`src/rtl/tick_pwm_pkg.sv`:
```
// Shared constants for the tick-driven PWM generator.
// State encodings and default counter width.
package tick_pwm_pkg;

  localparam int PW_CNT_DEF = 8;

  localparam logic [1:0] ST_IDLE = 2'd0;
  localparam logic [1:0] ST_RUN  = 2'd1;
  localparam logic [1:0] ST_STOP = 2'd2;

endpackage

```
`src/rtl/pwm_cfg_shadow.sv`:
```
// Config handshake with one-deep shadow register.
// Loads active values directly when idle, else on apply (period wrap).
module pwm_cfg_shadow
  import tick_pwm_pkg::*;
#(
  parameter int PW_CNT = PW_CNT_DEF
) (
  input  logic              clk,
  input  logic              rst,
  input  logic              i_cfg_valid,
  output logic              o_cfg_ready,
  input  logic [PW_CNT-1:0] i_cfg_period,
  input  logic [PW_CNT-1:0] i_cfg_duty,
  input  logic              i_load_direct,
  input  logic              i_apply,
  output logic [PW_CNT-1:0] o_period_act,
  output logic [PW_CNT-1:0] o_duty_act,
  output logic              o_pend_zero
);

  logic              pend_q, pend_d;
  logic [PW_CNT-1:0] per_act_q, per_act_d;
  logic [PW_CNT-1:0] duty_act_q, duty_act_d;
  logic [PW_CNT-1:0] per_sh_q, per_sh_d;
  logic [PW_CNT-1:0] duty_sh_q, duty_sh_d;
  logic              xfer;

  assign o_cfg_ready  = !pend_q;
  assign xfer         = i_cfg_valid && !pend_q;
  assign o_period_act = per_act_q;
  assign o_duty_act   = duty_act_q;
  assign o_pend_zero  = pend_q && (per_sh_q == '0);

  // Next-state: apply pending shadow at wrap, capture on transfer.
  always_comb begin
    pend_d     = pend_q;
    per_act_d  = per_act_q;
    duty_act_d = duty_act_q;
    per_sh_d   = per_sh_q;
    duty_sh_d  = duty_sh_q;
    if (i_apply && pend_q) begin
      per_act_d  = per_sh_q;
      duty_act_d = duty_sh_q;
      pend_d     = 1'b0;
    end
    if (xfer) begin
      if (i_load_direct) begin
        per_act_d  = i_cfg_period;
        duty_act_d = i_cfg_duty;
      end else begin
        per_sh_d  = i_cfg_period;
        duty_sh_d = i_cfg_duty;
        pend_d    = 1'b1;
      end
    end
  end

  // Config registers, synchronous reset.
  always_ff @(posedge clk) begin
    if (rst) begin
      pend_q     <= 1'b0;
      per_act_q  <= '0;
      duty_act_q <= '0;
      per_sh_q   <= '0;
      duty_sh_q  <= '0;
    end else begin
      pend_q     <= pend_d;
      per_act_q  <= per_act_d;
      duty_act_q <= duty_act_d;
      per_sh_q   <= per_sh_d;
      duty_sh_q  <= duty_sh_d;
    end
  end

endmodule

```
`src/rtl/tick_pwm_gen.sv`:
```
// Tick-driven PWM generator with glitch-free config updates.
// Holds run/stop FSM, tick counter, duty compare and end pulse.
module tick_pwm_gen
  import tick_pwm_pkg::*;
#(
  parameter int PW_CNT = PW_CNT_DEF
) (
  input  logic              clk,
  input  logic              rst,
  input  logic              i_tick,
  input  logic              i_en,
  input  logic              i_cfg_valid,
  output logic              o_cfg_ready,
  input  logic [PW_CNT-1:0] i_cfg_period,
  input  logic [PW_CNT-1:0] i_cfg_duty,
  output logic              o_pwm,
  output logic              o_period_end,
  output logic              o_busy
);

  logic [1:0]        state_q, state_d;
  logic [PW_CNT-1:0] cnt_q, cnt_d;
  logic              pe_q, pe_d;
  logic [PW_CNT-1:0] period_act;
  logic [PW_CNT-1:0] duty_act;
  logic              pend_zero;
  logic              busy;
  logic              wrap;

  assign busy = (state_q != ST_IDLE);
  assign wrap = busy && i_tick &&
                (cnt_q == period_act - PW_CNT'(1));

  pwm_cfg_shadow #(
    .PW_CNT(PW_CNT)
  ) u_cfg (
    .clk          (clk),
    .rst          (rst),
    .i_cfg_valid  (i_cfg_valid),
    .o_cfg_ready  (o_cfg_ready),
    .i_cfg_period (i_cfg_period),
    .i_cfg_duty   (i_cfg_duty),
    .i_load_direct(!busy),
    .i_apply      (wrap),
    .o_period_act (period_act),
    .o_duty_act   (duty_act),
    .o_pend_zero  (pend_zero)
  );

  // FSM and counter next-state; wrap may force return to idle.
  always_comb begin
    state_d = state_q;
    cnt_d   = cnt_q;
    unique case (state_q)
      ST_IDLE: begin
        cnt_d = '0;
        if (i_en && period_act != '0)
          state_d = ST_RUN;
      end
      ST_RUN:  if (!i_en) state_d = ST_STOP;
      ST_STOP: if (i_en)  state_d = ST_RUN;
      default: state_d = ST_IDLE;
    endcase
    if (busy && i_tick)
      cnt_d = wrap ? '0 : cnt_q + PW_CNT'(1);
    if (wrap && (state_q == ST_STOP || pend_zero))
      state_d = ST_IDLE;
    pe_d = wrap;
  end

  // State, counter and end-pulse registers.
  always_ff @(posedge clk) begin
    if (rst) begin
      state_q <= ST_IDLE;
      cnt_q   <= '0;
      pe_q    <= 1'b0;
    end else begin
      state_q <= state_d;
      cnt_q   <= cnt_d;
      pe_q    <= pe_d;
    end
  end

  assign o_pwm        = busy && (cnt_q < duty_act);
  assign o_period_end = pe_q;
  assign o_busy       = busy;

endmodule

```
`config.mk`:
```
export PLATFORM = sky130hd
export DESIGN_NAME = tick_pwm_gen
export DESIGN_NICKNAME = d
export VERILOG_FILES = /design/src/rtl/tick_pwm_pkg.sv /design/src/rtl/pwm_cfg_shadow.sv /design/src/rtl/tick_pwm_gen.sv
export SDC_FILE = /design/constraint.sdc
export NUM_CORES = 1
export LEC_CHECK = 0
export CAP_MARGIN = 15
export CORE_MARGIN = 2
export CORE_UTILIZATION = 60
export CTS_CLUSTER_SIZE = 12
export DETAILED_ROUTE_END_ITERATION = 8
export HOLD_SLACK_MARGIN = 0.03
export PLACE_DENSITY_LB_ADDON = 0.1
export SKIP_CTS_REPAIR_TIMING = 1
export SLEW_MARGIN = 20
export SYNTH_ARGS = -nofsm -noshare
export SYNTH_HDL_FRONTEND = slang
export SYNTH_SLANG_ARGS = --single-unit
```
`constraint.sdc`:
```
create_clock -name clk -period 7.1 [get_ports clk]
set_input_delay 1.42 -clock clk [delete_from_list [all_inputs] [get_ports clk]]
set_output_delay 1.42 -clock clk [all_outputs]
set_load 0.02 [all_outputs]
```
; Yosys cells after proc, flatten, opt, wreduce, memory -nomap -nowiden
; Index checks and enable logic that the tools add are counted.
[op_classes]
n_addsub = 2
n_mul = 0
n_div = 0
magnitude_cmp = 1
n_eq_ne = 6
shift = 0
mux = 16
bitwise_logic = 0
n_reduce_logical = 18
[ops]
columns = cell, n
row1 = 2-to-1 mux 8 bit, 9
row2 = "adder 8 x 1 -> 8 bit, second input constant", 1
row3 = == test 8 bit, 1
row4 = logical AND 1 bit, 8
row5 = logical NOT 8 bit, 1
row6 = < comparator 8 bit, 1
row7 = nonzero test 8 bit, 1
row8 = "subtractor 8 x 1 -> 8 bit, second input constant", 1
row9 = 2-to-1 mux 2 bit, 3
row10 = "!= test 2 bit, second input constant", 3
row11 = one-hot mux 2 bit (3 select lines), 1
row12 = nonzero test 2 bit, 2
row13 = 2-to-1 mux 1 bit, 3
row14 = AND reduction 3 bit, 1
row15 = "== test 2 x 1 -> 1 bit, second input constant", 1
row16 = "== test 2 bit, second input constant", 1
row17 = logical NOT 2 bit, 1
row18 = AND reduction 2 bit, 1
row19 = OR reduction 2 bit, 1
row20 = logical NOT 1 bit, 1
row21 = logical OR 1 bit, 1
[word_totals]
reg_bits = 44
latch_bits = 0
mem_bits_rw = 0
romBits = 0
input_bits = 21
word_cells = 51
n_memories = 0

; Depth between registers and ports, before layout
[logic_depth]
ltp_word = 7
ltp_mapped = 10

; Hierarchy
; Synthesis repeated with hierarchy kept, for this count alone.
[unflattened]
hier_cells = 295
hier_area_um2 = 2396.0
[modules_own_cells]
columns = module, instances, cells_per_inst, area_each_um2, seq_area_each_um2
row1 = pwm_cfg_shadow, 1, 170, 1368.8, 660.6
row2 = tick_pwm_gen, 1, 125, 1027.2, 220.2

; Worst setup path after synthesis
; OpenSTA, ideal clock, no wires.
[synth_path]
path_kind = flip-flop to output port
from = register cnt_q[1]
to = output o_pwm
arrival_time_ps = 1441
path_slack_ps = 4239
stages_incl_launch_ff = 8
path_cell_list = dfxtp_1 ha_1 a21o_1 a21o_1 a21oi_1 nor2b_1 o21ai_0 a21o_1
[synth_via]
elab_chain_cells = 2
[synth_lines]
columns = element, line_no
row1 = from (decl), tick_pwm_gen.sv:22  ; logic [PW_CNT-1:0] cnt_q, cnt_d;
row2 = from (signal assigned), tick_pwm_gen.sv:79  ; cnt_q <= cnt_d;
row3 = < comparator 8 bit, tick_pwm_gen.sv:84  ; assign o_pwm = busy && (cnt_q < duty_act);
row4 = logical AND 1 bit, tick_pwm_gen.sv:84
row5 = to (decl), tick_pwm_gen.sv:16  ; output logic o_pwm,
; No other way between the ends.

; Worst setup path in the final report
; Same ends and word-level chain as after synthesis.

==> impl_metrics.py <==
metrics = {
    "outcome": {
        "status": "completed",
    },
    "worst_setup_path": {
        "start_kind": "register",
        "required_ps": 5680,
        "critPathCaptureType": "primary output",
        "crit_fanout": 5,
        "r2r_slack_ps": 3900,
        "path_class": "reg2out",
        "arrival_ps": 2410,
        "max_stage_delay_ps": 590,
        "slowest_stage": "clkdlybuf4s50_1",
        "path_buf_inv": 1,
        "cpMostUsedCell": "a21o_1",
        "cp_cell_sequence": "ha_1 -> a21o_1 -> a21o_1 -> a21oi_1 -> nor2b_1 -> o21ai_0 -> a21o_1 -> clkdlybuf4s50_1",
        "crit_family": "compound AO/OA/AOI/OAI gates",
    },
    "yosys": {
        "synth_cell_type_count": 38,
        "yosys.area_share.simple_pct": 23.0,
        "ys_async_sr_fraction_pct": 0,
        "synth_edf_count": 0,
        "yosysTopAreaCell": "dfxtp_1",
        "synth_top_cell_area_share_pct": 37.9,
        "syn_inst": 272,
        "synthFlopType": "dfxtp_1",
        "synth_fa_ha_area_share_pct": 5.39,
        "syn-cell-area_um2": 2320,
        "synth_compound_area_share_pct": 18.6,
        "ys_seq_area_share_pct": 37.9,
        "yosys-mux-area-fraction_pct": 7.38,
        "synth_top_family_by_area": "simple AND/OR/NAND/NOR gates",
        "synth_xor_area_share_pct": 3.02,
        "ys_warn_count": 0,
        "synth_area_leaders": "dfxtp_1 (38%), mux2i_1 (6.9%), nand2_1 (6.1%)",
        "syn_nets": 303,
        "ys_ff_latch": 44,
        "syn_area_per_cell_um2": 8.54,
    },
    "grt": {
        "gr-usage-met3_pct": 6.13,
        "grt_pass1_wl_mm": 8.90,
        "antenna_found_initial": 0,
        "grt_usage_pct": 26.7,
        "grt_max_degree": 40,
        "use_met2_pct": 43.3,
        "grt-busiest-layer": "met2",
        "grt_overflow": 0,
        "gr-usage-met1_pct": 35.0,
        "grt_pass1_vias": 1899,
    },
    "sta": {
        "fin_skew_ps": 6.41,
        "timing.fmax_ghz": 0.261,
        "fin_ws_ps": 3270,
        "fin_crit_sh_pct": 53.9,
        "hold_violations": 0,
        "min_period_ps": 3830,
        "max_slew_margin_pct": 32.4,
        "final.setup.tns_ps": 0,
        "slew_violations": 0,
        "setup_violations": 0,
        "grt_setup_unrepaired": "no",
        "worst_slew_pin_slew_ps": 1010,
    },
    "die": {
        "die_width_um": 66.2,
        "io_pins": 25,
        "initial_core_util_pct": 63.0,
        "fp.dieH_um": 66.2,
        "dieArea_um2": 4390,
        "coreArea_um2": 3690,
        "placementRows": 22,
    },
    "placed_design": {
        "dp_worst_setup_slack_ps": 3550,
        "place_area_um2": 2570,
        "portBuffers": 24,
        "post-dp-hpwl_mm": 3.71,
        "gp_congestion": 0.876,
    },
    "layout": {
        "nFillCells": 311,
        "final_nets": 323,
        "layout_common_cells": "dfxtp_1 (44), nand2_1 (38), clkdlybuf4s50_1 (24)",
        "final_area_um2": 2690,
        "area_growth_pct": 15.6,
        "antenna_cells": 0,
        "multi_input_area_um2": 1340,
        "seq_area_um2": 881,
        "layout_commonest_cell": "dfxtp_1",
        "layout-drive-gt1-share_pct": 7.17,
    },
    "power_and_ir_drop": {
        "p_per_area_nw_per_um2": 219,
        "ir_drop_v": 0.000188,
        "leakage_nw": 1.01,
    },
    "clock_network": {
        "cts_root_buf": "clkbuf_8",
        "clockBufferDepth": 2,
        "cts_sinks": 44,
        "cts_made_buffers": 5,
        "cts_tree": "done",
        "htree_levels": 2,
        "clock_latency_ps": 300,
        "clk_pin_slew_worst_paths_ps": 80,
    },
    "drt": {
        "drt_iter0_drc": 184,
        "wirelength_mm": 5.26,
        "drc_errors": 0,
        "wl_per_cell_um": 15.4,
        "final_antenna_net_count": 0,
        "vias_per_cell": 5.89,
        "vias": 2010,
        "drt_pass1_iterations": 4,
    },
    "hold_path": {
        "hold_class": "reg2reg",
    },
    "flow_run": {
        "cap_violations": 0,
    },
}
metal layers:
layer  vias to the layer above  share of wire (%)
met4                         0                1.6
met1                       940                 46
met3                         9                4.9
met2                        59                 48
met5                         -                  0
li1                       1002                  -
area by class of cell:
type                    instances  area share, %
inverters                      13           1.82
clock buffers                   5           2.56
multi-input cells             203           49.8
clock inverters                 3           1.58
well taps                      48           2.24
flip-flops and latches         44           32.8
repair buffers                 25           9.22
logic make-up after synthesis:
family / Yosys count
and+or+nand+nor: 106
AOI/OAI and AO/OA: 62
DFF: 44
buffers and inverters: 25
muxes: 17
adders and majority gates: 10
xor gates and xnor gates: 8
final timing paths:
check,start,to,cells after the start
hold reg to reg,u_cfg.duty_sh_q[1],u_cfg.duty_sh_q[1],2
setup reg to reg,u_cfg.o_period_act[0],u_cfg.o_period_act[4],9
hold / removal,u_cfg.duty_sh_q[1],u_cfg.duty_sh_q[1],2
setup / recovery,cnt_q[1],o_pwm,8
state kept, by name (all words and copies together), names as in the netlist:
signal              flops
state_q                 2
cnt_q                   8
u_cfg.pend_q            1
u_cfg.duty_sh_q         8
u_cfg.o_period_act      8
u_cfg.o_duty_act        8
o_period_end            1
u_cfg.per_sh_q          8
where the power goes:
| group | total [W] | switching, W | leakage, nW | internal (W) |
|---|---|---|---|---|
| Clock | 0.000192 | 0.0000876 | 0.0541 | 0.000104 |
| Sequential | 0.000279 | 0.0000168 | 0.360 | 0.000262 |
| Combinational | 0.000116 | 0.0000632 | 0.598 | 0.0000531 |
| Total | 0.000587 | 0.000168 | 1.01 | 0.000420 |
stage by stage:
| step | instances | util [%] | hold slack [ps] | power [W] |
|---|---|---|---|---|
| floorplan | 272 | - | 436 | 0.000361 |
| global placement | 333 | 69.7 | 443 | 0.000394 |
| detailed placement | 333 | 69.7 | 448 | 0.000399 |
| CTS | 341 | 72.7 | 460 | 0.000589 |
| global route | 341 | 72.8 | 493 | 0.000618 |
| finish | 341 | 72.8 | 458 | 0.000587 |
worst register-to-register path, delay by kind of cell (launching register included):
family                   cells  cell delay (ps)
AND/OR/NAND/NOR              3             1390
AO/OA/AOI/OAI                3              740
flip-flops                   1              410
adder cells (fa/ha/maj)      1              280
multiplexers                 1              210
buffers and inverters        1               90
Yosys cell counts, types with 2 or more instances:
cell,instances
or3_1,3
a31oi_1,3
a22o_1,6
a21oi_1,19
xor2_1,2
or2_2,3
nor4_1,3
and3_1,7
a211oi_1,17
a21o_1,3
dfxtp_1,44
ha_1,10
inv_1,13
nor3_1,5
nor2_1,23
clkbuf_1,11
nor2b_1,10
o21ai_0,8
nand3_1,5
nand2_1,38
nor3b_1,2
xnor2_1,6
mux2i_1,16
(Power assumes the default switching activity.)
